**src/rtl/entry_seq_pkg.sv**
```systemverilog
// Shared types and constants for the calculator entry sequencer.
// Stage offsets are added to N_OPERANDS to form the stage output.
package entry_seq_pkg;

   typedef enum logic [1:0] {
      ENTRY,
      OP_SELECT,
      OP_ARMED,
      SHOW
   } seq_state_t;

   localparam int STAGE_OP_OFS   = 0;
   localparam int STAGE_SHOW_OFS = 1;

endpackage

```
**src/rtl/entry_digit_counter.sv**
```systemverilog
// Saturating per-operand press counter.
// cnt and sat are both registers so they can drive outputs directly.
module entry_digit_counter
   import entry_seq_pkg::*;
#(
   parameter int MAX_DIGITS = 4,
   parameter int DIG_W      = $clog2(MAX_DIGITS + 1)
) (
   input  logic             clk,
   input  logic             rst,
   input  logic             inc,
   input  logic             clr,
   output logic [DIG_W-1:0] cnt,
   output logic             sat
);

   localparam logic [DIG_W-1:0] MAX_V = DIG_W'(MAX_DIGITS);

   logic [DIG_W-1:0] cnt_inc;

   assign cnt_inc = cnt + DIG_W'(1);

   // clear wins over increment; increments stop once saturated
   always_ff @(posedge clk) begin
      if (rst) begin
         cnt <= '0;
         sat <= 1'b0;
      end else if (clr) begin
         cnt <= '0;
         sat <= 1'b0;
      end else if (inc && !sat) begin
         cnt <= cnt_inc;
         sat <= (cnt_inc == MAX_V);
      end
   end

endmodule

```
**src/rtl/entry_sequencer.sv**
```systemverilog
// Calculator front-end sequencer: operand digit entry, operator
// select and result display, with registered strobes and flags.
module entry_sequencer
   import entry_seq_pkg::*;
#(
   parameter int N_OPERANDS = 2,
   parameter int MAX_DIGITS = 4,
   parameter int STAGE_W    = $clog2(N_OPERANDS + 2),
   parameter int DIG_W      = $clog2(MAX_DIGITS + 1)
) (
   input  logic                  clk,
   input  logic                  rst,
   input  logic                  exe,
   input  logic                  button,
   input  logic                  clear,
   output logic [N_OPERANDS-1:0] trigger_load,
   output logic                  trigger_op,
   output logic                  op_strobe,
   output logic                  result_valid,
   output logic [STAGE_W-1:0]    stage,
   output logic [DIG_W-1:0]      digit_count,
   output logic                  full
);

   localparam logic [STAGE_W-1:0] IDX_LAST = STAGE_W'(N_OPERANDS - 1);
   localparam logic [STAGE_W-1:0] STG_OP   =
      STAGE_W'(N_OPERANDS + STAGE_OP_OFS);
   localparam logic [STAGE_W-1:0] STG_SHOW =
      STAGE_W'(N_OPERANDS + STAGE_SHOW_OFS);

   seq_state_t                state;
   seq_state_t                state_nxt;
   logic [STAGE_W-1:0]        idx;
   logic [STAGE_W-1:0]        idx_nxt;
   logic [STAGE_W-1:0]        stage_nxt;
   logic [N_OPERANDS-1:0]     load_nxt;
   logic                      op_nxt;
   logic                      cnt_inc;
   logic                      cnt_clr;
   logic                      cnt_sat;
   logic [DIG_W-1:0]          cnt;

   // cnt is forced to zero outside ENTRY, so it doubles as digit_count
   entry_digit_counter #(
      .MAX_DIGITS (MAX_DIGITS),
      .DIG_W      (DIG_W)
   ) u_cnt (
      .clk (clk),
      .rst (rst),
      .inc (cnt_inc),
      .clr (cnt_clr),
      .cnt (cnt),
      .sat (cnt_sat)
   );

   assign digit_count = cnt;
   assign full        = cnt_sat;

   // next-state decode with priority clear > exe > button
   always_comb begin
      state_nxt = state;
      idx_nxt   = idx;
      op_nxt    = 1'b0;
      cnt_inc   = 1'b0;
      cnt_clr   = 1'b0;
      load_nxt  = '0;
      if (clear) begin
         state_nxt = ENTRY;
         idx_nxt   = '0;
         cnt_clr   = 1'b1;
      end else begin
         unique case (state)
            ENTRY: begin
               if (idx > IDX_LAST) begin
                  idx_nxt = '0;
                  cnt_clr = 1'b1;
               end else if (exe) begin
                  cnt_clr = 1'b1;
                  if (idx < IDX_LAST) begin
                     idx_nxt = idx + STAGE_W'(1);
                  end else begin
                     state_nxt = OP_SELECT;
                     idx_nxt   = '0;
                  end
               end else if (button && !cnt_sat) begin
                  cnt_inc = 1'b1;
               end
            end
            OP_SELECT: begin
               cnt_clr = 1'b1;
               if (!exe && button) begin
                  op_nxt    = 1'b1;
                  state_nxt = OP_ARMED;
               end
            end
            OP_ARMED: begin
               cnt_clr = 1'b1;
               if (exe) begin
                  state_nxt = SHOW;
               end else if (button) begin
                  op_nxt = 1'b1;
               end
            end
            SHOW: begin
               cnt_clr = 1'b1;
               if (exe) begin
                  state_nxt = ENTRY;
                  idx_nxt   = '0;
               end
            end
            default: begin
               state_nxt = ENTRY;
               idx_nxt   = '0;
               cnt_clr   = 1'b1;
            end
         endcase
      end
      for (int i = 0; i < N_OPERANDS; i++) begin
         load_nxt[i] = cnt_inc && (idx == STAGE_W'(i));
      end
      unique case (state_nxt)
         OP_SELECT, OP_ARMED: stage_nxt = STG_OP;
         SHOW:                stage_nxt = STG_SHOW;
         default:             stage_nxt = idx_nxt;
      endcase
   end

   // state, operand index and all registered outputs
   always_ff @(posedge clk) begin
      if (rst) begin
         state        <= ENTRY;
         idx          <= '0;
         trigger_load <= '0;
         trigger_op   <= 1'b0;
         op_strobe    <= 1'b0;
         result_valid <= 1'b0;
         stage        <= '0;
      end else begin
         state        <= state_nxt;
         idx          <= idx_nxt;
         trigger_load <= load_nxt;
         trigger_op   <= (state_nxt != ENTRY);
         op_strobe    <= op_nxt;
         result_valid <= (state_nxt == SHOW);
         stage        <= stage_nxt;
      end
   end

endmodule

```
**config.mk**
```make
export PLATFORM = sky130hd
export DESIGN_NAME = entry_sequencer
export DESIGN_NICKNAME = d
export VERILOG_FILES = /design/src/rtl/entry_seq_pkg.sv /design/src/rtl/entry_digit_counter.sv /design/src/rtl/entry_sequencer.sv
export SDC_FILE = /design/constraint.sdc
export NUM_CORES = 1
export LEC_CHECK = 0
export BUFFER_PORTS_ARGS = -buffer_cell sky130_fd_sc_hd__buf_2
export CAP_MARGIN = 10
export CORE_MARGIN = 2
export CORE_UTILIZATION = 55
export CTS_CLUSTER_DIAMETER = 120
export DETAILED_ROUTE_END_ITERATION = 10
export PLACE_DENSITY_LB_ADDON = 0.08
export SLEW_MARGIN = 10
export SYNTH_ARGS = -nofsm -noshare
export SYNTH_HDL_FRONTEND = slang
export SYNTH_HIERARCHICAL = 1
export SYNTH_SLANG_ARGS = --single-unit
```
**constraint.sdc**
```tcl
create_clock -name clk -period 2.61 [get_ports clk]
set_input_delay 0.522 -clock clk [delete_from_list [all_inputs] [get_ports clk]]
set_output_delay 0.522 -clock clk [all_outputs]
set_load 0.01 [all_outputs]
```
# After elaboration in Yosys (flattened, before gate mapping)
# Index checks and enable logic that the tools add are counted.
[totals]
ff_bits = 15
latchBits = 0
ramBits = 0
romBits = 0
inputBits = 5
mem_count = 0
[op_classes]
n_addsub = 2
multipliers = 0
n_div = 0
magnitude_cmp = 2
n_eq_ne = 8
shift = 0
muxes = 28
bitwise = 0
reduce_logical = 14
[op_table]
columns = ["op", "count"]
rows = [
  ["2-bit 2-to-1 mux", 12],
  ["1-bit 2-to-1 mux", 11],
  ["2-bit == test, second input constant", 4],
  ["2-bit one-hot mux with 2 select lines", 2],
  ["2-bit one-hot mux with 4 select lines", 1],
  ["2-bit by 1-bit == test with 1-bit output, second input constant", 3],
  ["2-bit OR reduction", 3],
  ["1-bit logical AND", 5],
  ["2-bit zero test", 2],
  ["1-bit one-hot mux with 2 select lines", 2],
  ["3-bit by 1-bit adder with 3-bit output, second input constant", 1],
  ["3-bit == test, second input constant", 1],
  ["3-bit OR reduction", 1],
  ["2-bit by 1-bit adder with 2-bit output, second input constant", 1],
  ["2-bit by 1-bit > comparator with 1-bit output, second input constant", 1],
  ["1-bit zero test", 2],
  ["2-bit by 1-bit less-than comparator with 1-bit output, second input constant", 1],
  ["2-bit nonzero test", 1],
]

# Depth between registers and ports, before layout
# Gate-level depths: netlist of the first run.
[depth]
ltp_word = 9
mapped_depth = 8
mapped_depth_nobuf = 8

# Cells and area by module
# The synthesis of the first run kept the hierarchy.
[by_module_without_submodules]
columns = ["mod", "instances", "cells_per_inst", "area_each_um2", "seq_area_each_um2"]
rows = [
  ["entry_sequencer", 1, 66, 608.1, 220.2],
  ["entry_digit_counter", 1, 17, 193.9, 80.1],
]

# Least setup slack after synthesis of the first run
# No wires, ideal clock.
[synth_path]
path_kind = "register to register"
start = "register state[0]"
end = "register u_cnt.cnt[1]"
setup_time_ns = 0.116
t_arrival_ns = 1.623
required_time_ns = 2.494
setup_slack_ns = 0.871
path_stages_with_launch = 9
n_path_buf = 1
synth_period_minus_slack_ns = 1.739
path_cell_list = "dfxtp_1 inv_1 ha_1 buf_2 nand2_1 nor4_1 nor2b_4 mux2i_1 nor3_1"
[synth_via]
word_cells_on_any_way = 11
cone_classes = "eq/ne (3); mux (4); reduce/logical (4)"
[synth_lines]
columns = ["element", "line", "text"]
rows = [
  ["from (decl)", "entry_sequencer.sv:31", "seq_state_t state;"],
  ["from (signal assigned)", "entry_sequencer.sv:139", "state <= state_nxt;"],
  ["2-bit zero test", "entry_sequencer.sv:72", "unique case (state)"],
  ["1-bit 2-to-1 mux", "entry_sequencer.sv:72", ""],
  ["1-bit 2-to-1 mux", "entry_sequencer.sv:67", "if (clear) begin"],
  ["via cnt_inc", "entry_sequencer.sv:38", "logic cnt_inc;"],
  ["1-bit logical AND", "entry_digit_counter.sv:31", "end else if (inc && !sat) begin"],
  ["to (signal assigned)", "entry_digit_counter.sv:32", "cnt <= cnt_inc;"],
  ["to (decl)", "entry_digit_counter.sv:13", "output logic [DIG_W-1:0] cnt,"],
]
# The timed path passes the listed nets, and every way through them passes these cells.
# A chain may end at the register's enable or synchronous reset.

# Worst setup path in the final report of the first run
# Same ends and word-level chain as after synthesis.

==> results of run 1 <==
## report_power, final
group	switching, mW	leakage (nW)	internal [mW]
clock network	0.0759	0.0177	0.0569
logic	0.0367	0.259	0.0285
registers	0.00326	0.121	0.235
total	0.116	0.398	0.320
## logic make-up after synthesis
group | after synthesis
compound gates | 18
xor+xnor | 3
fa+ha+maj | 8
buf+inv | 8
flops | 15
mux | 1
simple gates | 30
## layout make-up
| cell class | count | area [µm²] | share of cell area (%) |
|---|---|---|---|
| Clock buffer | 3 | 22.52 | 2.493 |
| Sequential cell | 15 | 300.3 | 33.24 |
| Tap cell | 15 | 18.77 | 2.078 |
| Timing Repair Buffer | 15 | 75.07 | 8.310 |
| Multi-Input combinational cell | 60 | 462.9 | 51.25 |
| Inverter | 5 | 18.77 | 2.078 |
| Clock inverter | 1 | 5.005 | 0.5540 |
## worst reg2reg max path, cell delays in order, from the launching register on
cell	delay, ps
dfxtp_1	360
inv_1	110
ha_1	330
nand2_1	110
nor4_1	470
nor2b_4	270
mux2i_1	190
nor3_1	50
## registers in the layout, indices dropped and copies added (netlist names)
signal / cells
op_strobe: 1
state: 2
trigger_op: 1
stage: 2
u_cnt/cnt: 3
result_valid: 1
idx: 2
trigger_load: 2
u_cnt/sat: 1
## metrics by stage
stage | std cells | util [%] | total power [mW]
floorplan | 83 | - | 0.2913
global placement | 110 | 65.67 | 0.3069
detailed placement | 110 | 65.67 | 0.3080
CTS | 114 | 67.73 | 0.4406
global route | 114 | 67.73 | 0.4597
finish | 114 | 67.73 | 0.4362
## routing by layer
layer	part of all wire, %	track usage [%]	vias to the layer above
li1	-	-	327
met1	45	23.86	299
met2	48	32.00	19
met3	4.3	3.879	4
met4	2.1	9.375	0
met5	0	0	-
## layout by cell type, fill, tap and decap left out
cell type and count:
a21oi_1 5, a21oi_2 1, a31oi_1 2, a32o_2 1
a32oi_1 1, and2_1 2, and3b_2 1, buf_2 15
clkbuf_4 3, clkinv_2 1, dfxtp_1 15, ha_1 8
inv_1 5, mux2i_1 1, nand2_1 1, nand2b_2 1
nand2b_4 1, nand3_1 2, nand3b_1 3, nor2_1 4
nor2b_1 3, nor2b_4 1, nor3_1 4, nor3_2 1
nor4_1 1, o21ai_0 2, o21ai_1 1, o221ai_2 1
o22a_2 1, o22ai_1 2, o31ai_1 1, or2_1 2
or2_2 1, or2_4 1, or3_2 1, xnor2_1 1
xor2_1 2
## how the worst max path moves through the flow
| stage | from | end | slack [ps] | cells past startpoint |
|---|---|---|---|---|
| floorplan | state[0] | u_cnt/cnt[1] | 870 | 8 |
| global placement | state[1] | u_cnt/cnt[1] | 720 | 7 |
| detailed placement | state[0] | u_cnt/cnt[1] | 630 | 7 |
| CTS | state[0] | u_cnt/cnt[1] | 630 | 7 |
| global route | state[0] | u_cnt/cnt[1] | 320 | 7 |
| finish | state[0] | u_cnt/cnt[1] | 620 | 7 |
==> reports/qor.txt, run 1 <==
1st-iter DRT viols = 17
HPWL after DPL = 1125 µm
most frequent cell after synthesis = dfxtp_1
CP cell instances = inv_1, ha_1, nand2_1, nor4_1, nor2b_4, mux2i_1, nor3_1
initial antenna violation count = 0
Final Hold Fails = 0
Post-synth EDFFs = 0
outcome = finished, final reports clean
top cells by area, synth = dfxtp_1 (37%), ha_1 (12%), a21oi_1 (3.1%)
fin area = 903.4 µm²
nets = 113
Total Wirelength = 1490 µm
unrepaired setup endpoints after global routing = no
post-layout min period = 1994 ps
worst vdd ir = 0.2230 mV
CTS tree = yes
Mapped Nets = 96
sequential-to-total area share from yosys stat = 37.44%
reg-to-reg startpoint = state[0]
Pleak = 0.3984 nW
setup ws final = 616.1 ps
post_cts resized = 0
Reg2Reg Capture Point = u_cnt/cnt[1]
warnings from Yosys = 6
H-tree Lvls = 1
reg2reg path depth = 7
post-synthesis mux area share = 1.248%
HP Class = input port to register
DIE AREA = 1780 µm²
number of top-level pins = 16
worst slew pin tran = 522.3 ps
Routability Congestion = 0.7908
CTS buffer count = 3
first-pass iteration count of the detailed router = 4
CP startpoint kind = register
main combinational cell family by area after synthesis = simple AND/OR/NAND/NOR gates
vias per inst = 5.693
max incr delay on CP = 470 ps
Setup WS pre-CTS = 628.0 ps
syn_area_per_cell = 9.663 µm²
f_max = 0.5015 GHz
final setup fails = 0
slowest stage cell, crit path = nor4_1
Die Y = 42.19 µm
die width = 42.19 µm
crit path max fanout = 9
number of vias in the routed layout = 649
Antenna diodes = 0
CP endpoint kind = register
asr flop ratio synth = 0%
Worst R2R Setup Slack = 620 ps
CP required = 2790 ps
Clock transition at path regs = 90 ps
Post-synth top cells = dfxtp_1 (15), ha_1 (8), a21oi_1 (5), inv_1 (5)
TNS Setup = 0 ps
relative max-transition margin = 64.86%
Synth Area in XOR/XNOR = 3.276%
total grt overflow = 0
layout cell share with drive strength beyond 1 = 31.31%
# hold bufs at CTS = 0
Post-CTS Setup Inserts = 0
drc violations = 0
Hold Path Cell Cnt = 3
area grow syn2layout = 12.64%
worst path bufs/invs = 1
Synth Area in Simple Gates = 24.96%
clock latency on the worst-skew pair = 280 ps
I/O Buffers = 15
CTS Buffer Depth = 2
row cnt = 13
cells after synthesis = 83
Max Slew Vio Count = 0
core footprint = 1334 µm²
root buf cell = clkbuf_4
Yosys top cell by area = dfxtp_1
Fillers = 110
max cap viols = 0
Cell Pwr Density = 482.9 nW/µm²
Yosys top cell area share = 37.44%
first-pass GRT wire length = 2628 µm
drt wl/cell = 13.07 µm
Synth Area in Compound Gates = 15.76%
CP arrival = 2170 ps
Crit path max-delay family = simple AND/OR/NAND/NOR gates
Post-Synth Adder-Cell Area = 12.48%
Min Hold Slack = 521.5 ps
post-route antenna net violation count = 0
CTS Sinks = 15
GRT Util Overall = 19.38%
top_reg_cell synth = dfxtp_1
Final Cycle Share = 76.39%
Setup Skew = 1.230 ps
Cell Area, Synth = 802.0 µm²
placed inst area = 875.8 µm²
worst hold start = button
Unique masters post-synth = 37
#FFs+latches synth = 15
number of global-route vias before repair = 616
CP Class = register to register
initial core utilization = 60.13%
Hold Path Sink = op_strobe
largest net degree at the start of global routing = 11
Power figures use the tool's default switching activity.
==> inputs of run 2 (changes only) <==
CORE_UTILIZATION = 52   (was 55)
clock period = 2 ns   (was 2.61 ns; I/O delays follow)
==> reports/qor.txt, run 2 (synthesized netlist as in run 1, its figures left out) <==
fin util = 62.07% (-5.7 points)
largest net degree at the start of global routing = 11 (unchanged)
most frequent cells in the layout = dfxtp_1 (15), buf_2 (15), ha_1 (7)
relative max-transition margin = 76.55% (+12 points)
post-route antenna net violation count = 0 (unchanged)
Fillers = 133 (+21%)
H-tree Lvls = 1 (unchanged)
Final Hold Fails = 0 (unchanged)
layout cell share with drive strength beyond 1 = 32.00% (+0.69 points)
worst vdd ir = 0.4842 mV (+120%)
area occupied by multi-input gates = 465.4 µm² (+0.54%)
Pleak = 0.4000 nW (+0.40%)
CTS Buffer Depth = 2 (unchanged)
drc violations = 0 (unchanged)
crit path max fanout = 9 (unchanged)
root buf cell = clkbuf_4
core footprint = 1471 µm² (+10%)
first-pass GRT wire length = 2449 µm (-6.8%)
DIE AREA = 1872 µm² (+5.2%)
die width = 43.27 µm (+2.6%)
CP Class = register to register
Final Cycle Share = 87.99% (+12 points)
number of top-level pins = 16 (unchanged)
Reg area = 300.3 µm² (unchanged)
Clock transition at path regs = 80 ps (about the same)
HP Class = input port to register
area grow syn2layout = 13.88%
# hold bufs at CTS = 0 (unchanged)
post-layout min period = 1760 ps (-234.1 ps)
fin area = 913.4 µm² (+1.1%)
nets = 114 (+0.88%)
TNS Setup = 0 ps (unchanged)
CP arrival = 1970 ps (-200 ps)
worst slew pin tran = 348.6 ps (-173.7 ps)
CTS tree = yes
row cnt = 14 (+1)
max cap viols = 0 (unchanged)
final setup fails = 0 (unchanged)
Setup Skew = 0.7492 ps (-0.4808 ps)
total grt overflow = 0 (unchanged)
Routability Congestion = 0.9314 (+18%)
number of global-route vias before repair = 600 (-2.6%)
CP endpoint kind = register
CP startpoint kind = register
Total Wirelength = 1438 µm (-3.5%)
CP required = 2210 ps (-580 ps)
initial antenna violation count = 0 (unchanged)
f_max = 0.5682 GHz (+13%)
1st-iter DRT viols = 6 (-11)
placed inst area = 884.6 µm² (+1.0%)
outcome = finished, final reports clean
first-pass iteration count of the detailed router = 4 (unchanged)
GRT Util Overall = 17.92% (-1.5 points)
unrepaired setup endpoints after global routing = no
I/O Buffers = 15 (unchanged)
clock latency on the worst-skew pair = 280 ps (about the same)
drt wl/cell = 12.40 µm (-5.2%)
Antenna diodes = 0 (unchanged)
vias per inst = 5.595 (-1.7%)
Top reg by flops = u_cnt/cnt
CTS buffer count = 3 (unchanged)
CTS Sinks = 15 (unchanged)
Cell Pwr Density = 619.9 nW/µm² (+28%)
HPWL after DPL = 1109 µm (-1.4%)
initial core utilization = 54.51% (-5.6 points)
number of vias in the routed layout = 649 (unchanged)
Largest register FFs = 3 (unchanged)
Max Slew Vio Count = 0 (unchanged)
Die Y = 43.27 µm (+2.6%)
## run 2: worst paths after layout
path                  from      endpoint  slack (ps)  depth (start not counted)
hold reg to reg     idx[1]        idx[1]         530                          2
setup / recovery  state[1]  u_cnt/cnt[2]         240                          8
hold / removal      button     op_strobe         400                          3
setup reg to reg  state[1]  u_cnt/cnt[2]         240                          8
## run 2: timing repair
item                                    CTS  global route
gates resized for setup                   0             1
hold endpoints to repair                  0             0
endpoints found under the setup margin    0             1
buffers inserted                          0             0
## run 2: final cells by class
type / instances / area share [%]
tap: 16 / 2.192
multi-input combinational: 60 / 50.96
inverter: 5 / 2.055
clock buffer: 4 / 2.877
timing repair buffer: 16 / 9.041
sequential: 15 / 32.88
## run 2: per-layer routing
metal | share of wire, % | vias to the layer above | global-route usage, %
li1 | - | 328 | -
met1 | 49 | 299 | 21.90
met2 | 44 | 19 | 28.36
met3 | 5.8 | 3 | 4.255
met4 | 1.6 | 0 | 10.30
met5 | 0 | - | 0
## run 2: worst max-delay path: stages (launching register included)
cell and delay, ps:
dfxtp_1 350, inv_1 120, ha_2 290, nand2_1 80, nor4_1 330, buf_4 190
nand3b_1 80, xor2_1 150, nor3_2 100
## run 2: per-stage QoR
step	total power [mW]	instances	setup WS [ps]	hold slack, ps
floorplan	0.3802	83	261.1	470.9
global placement	0.4013	112	257.1	516.1
detailed placement	0.4021	112	197.6	529.0
CTS	0.5726	116	178.7	392.4
global route	0.5930	116	65.87	394.6
finish	0.5662	116	240.2	402.0
## run 2: where the power goes
part	switching (mW)	internal [mW]	leakage (nW)
combinational	0.0471	0.0390	0.264
sequential	0.00407	0.307	0.121
clock	0.0920	0.0775	0.0150
total	0.143	0.423	0.400
==> inputs of run 3 (changes only) <==
CORE_UTILIZATION = 47   (was 52)
clock period = 1.6 ns   (was 2 ns; I/O delays follow)
==> reports/qor.txt, run 3 (synthesized netlist as in run 1, its figures left out) <==
Largest register FFs = 3 (unchanged)
post-route antenna net violation count = 0 (unchanged)
Routability Congestion = 0.8391 (-9.9%)
vias per inst = 5.456 (-2.5%)
most frequent cells in the layout = buf_2 (15), dfxtp_1 (11), buf_4 (10)
crit path max fanout = 5 (-4)
Pleak = 0.4663 nW (+17%)
most common cell after layout, fill and taps aside = buf_2
fin area = 1087 µm² (+19%)
drt wl/cell = 13.97 µm (+13%)
first-pass iteration count of the detailed router = 4 (unchanged)
initial core utilization = 51.44% (-3.1 points)
Max Slew Vio Count = 0 (unchanged)
slowest stage cell, crit path = dfxtp_2
Reg2Reg Capture Point = stage[0]
Worst R2R Setup Slack = 20 ps (-220 ps)
CP arrival = 1750 ps (-220 ps)
reg2reg path depth = 7 (-1)
CTS Buffer Depth = 2 (unchanged)
Min Hold Slack = 325.3 ps (-76.73 ps)
drc violations = 0 (unchanged)
I/O Buffers = 15 (unchanged)
relative max-transition margin = 81.64% (+5.1 points)
Top reg by flops = u_cnt/cnt
crit path launch = state[0]
row cnt = 14 (unchanged)
CTS buffer count = 3 (unchanged)
number of global-route vias before repair = 631 (+5.2%)
DIE AREA = 2053 µm² (+9.7%)
CP required = 1770 ps (-440 ps)
unrepaired setup endpoints after global routing = yes
setup ws final = 24.77 ps (-215.4 ps)
worst slew pin tran = 275.0 ps (-73.56 ps)
Final Hold Fails = 0 (unchanged)
layout cell share with drive strength beyond 1 = 55.05% (+23 points)
H-tree Lvls = 1 (unchanged)
Setup Skew = 2.005 ps (+1.256 ps)
Die Y = 45.31 µm (+4.7%)
Crit path max-delay family = compound AO/OA/AOI/OAI gates
first-pass GRT wire length = 2753 µm (+12%)
worst hold start = rst
CTS tree = yes
Hold Path Cell Cnt = 2 (-1)
CP startpoint kind = register
total power = 0.7454 mW (+32%)
HPWL after DPL = 1160 µm (+4.6%)
CTS Sinks = 15 (unchanged)
worst vdd ir = 0.4895 mV (+1.1%)
f_max = 0.6348 GHz (+12%)
Final Cycle Share = 98.45% (+10 points)
worst path bufs/invs = 1 (-1)
max cap viols = 0 (unchanged)
Setup WS pre-CTS = -110.6 ps (-308.2 ps)
HP Class = input port to register
number of top-level pins = 16 (unchanged)
post-layout min period = 1575 ps (-184.6 ps)
clock latency on the worst-skew pair = 270 ps (about the same)
total grt overflow = 0 (unchanged)
area grow syn2layout = 35.57%
largest net degree at the start of global routing = 11 (unchanged)
Cell Pwr Density = 685.5 nW/µm² (+11%)
core footprint = 1559 µm² (+6.0%)
initial antenna violation count = 0 (unchanged)
number of vias in the routed layout = 682 (+5.1%)
Hold Path Sink = state[1]
max incr delay on CP = 350 ps (about the same)
GRT Util Overall = 18.84% (+0.92 points)
nets = 123 (+7.9%)
1st-iter DRT viols = 7 (+1)
root buf cell = clkbuf_4
final setup fails = 0 (unchanged)
outcome = finished, final reports clean
placed inst area = 959.7 µm² (+8.5%)
CP Class = register to register
reg-to-reg startpoint = state[0]
die width = 45.31 µm (+4.7%)
CP cell instances = inv_1, ha_4, and3b_2, a32oi_1, o31ai_2, nand3_1, a21oi_2
CP endpoint kind = register
Total Wirelength = 1746 µm (+21%)
fin util = 69.74% (+7.7 points)
Clock transition at path regs = 90 ps (about the same)
Antenna diodes = 0 (unchanged)
-- run 3: area by class of cell --
class                           instances  area [µm²]
Tap cell                               16       20.02
Multi-Input combinational cell         60       566.8
Clock buffer                            4       26.28
Inverter                                5       18.77
Timing Repair Buffer                   25       150.1
Fill cell                             120       471.7
Sequential cell                        15       305.3
-- run 3: worst max-delay path by stage --
stage | end | slack (ps) | cells past startpoint
6_report | stage[0] | 20 | 7
2_1_floorplan | u_cnt/cnt[1] | -2 | 8
3_5_place_dp | u_cnt/cnt[1] | -110 | 7
3_3_place_gp | stage[1] | -40 | 7
5_1_grt | stage[0] | -70 | 7
4_1_cts | stage[1] | 7 | 7
-- run 3: power breakdown --
group          leakage (nW)  internal (mW)  switching [mW]
registers             0.123          0.384         0.00509
clock network        0.0150         0.0966           0.114
logic                 0.328         0.0690          0.0769
total                 0.466          0.550           0.196
-- run 3: per-layer routing --
metal  GRT usage, %  vias up  wire [µm]
li1               -      343          -
met1          24.20      318        807
met2          29.14       17        819
met3          6.000        4         86
met4          7.647        0         32
met5              0        -          0
-- run 3: timing repair --
item	CTS	global route
buffers inserted	1	0
pin swaps	3	5
resized for setup	12	13
endpoints found under the setup margin	7	7
hold buffers	0	0
-- run 3: per-stage QoR --
| step | TNS, ps | cells |
|---|---|---|
| 2_1_floorplan | -1.556 | 83 |
| 3_3_place_gp | -112.3 | 120 |
| 3_5_place_dp | -390.7 | 120 |
| 4_1_cts | 0 | 125 |
| 5_1_grt | -183.8 | 125 |
| 6_report | 0 | 125 |
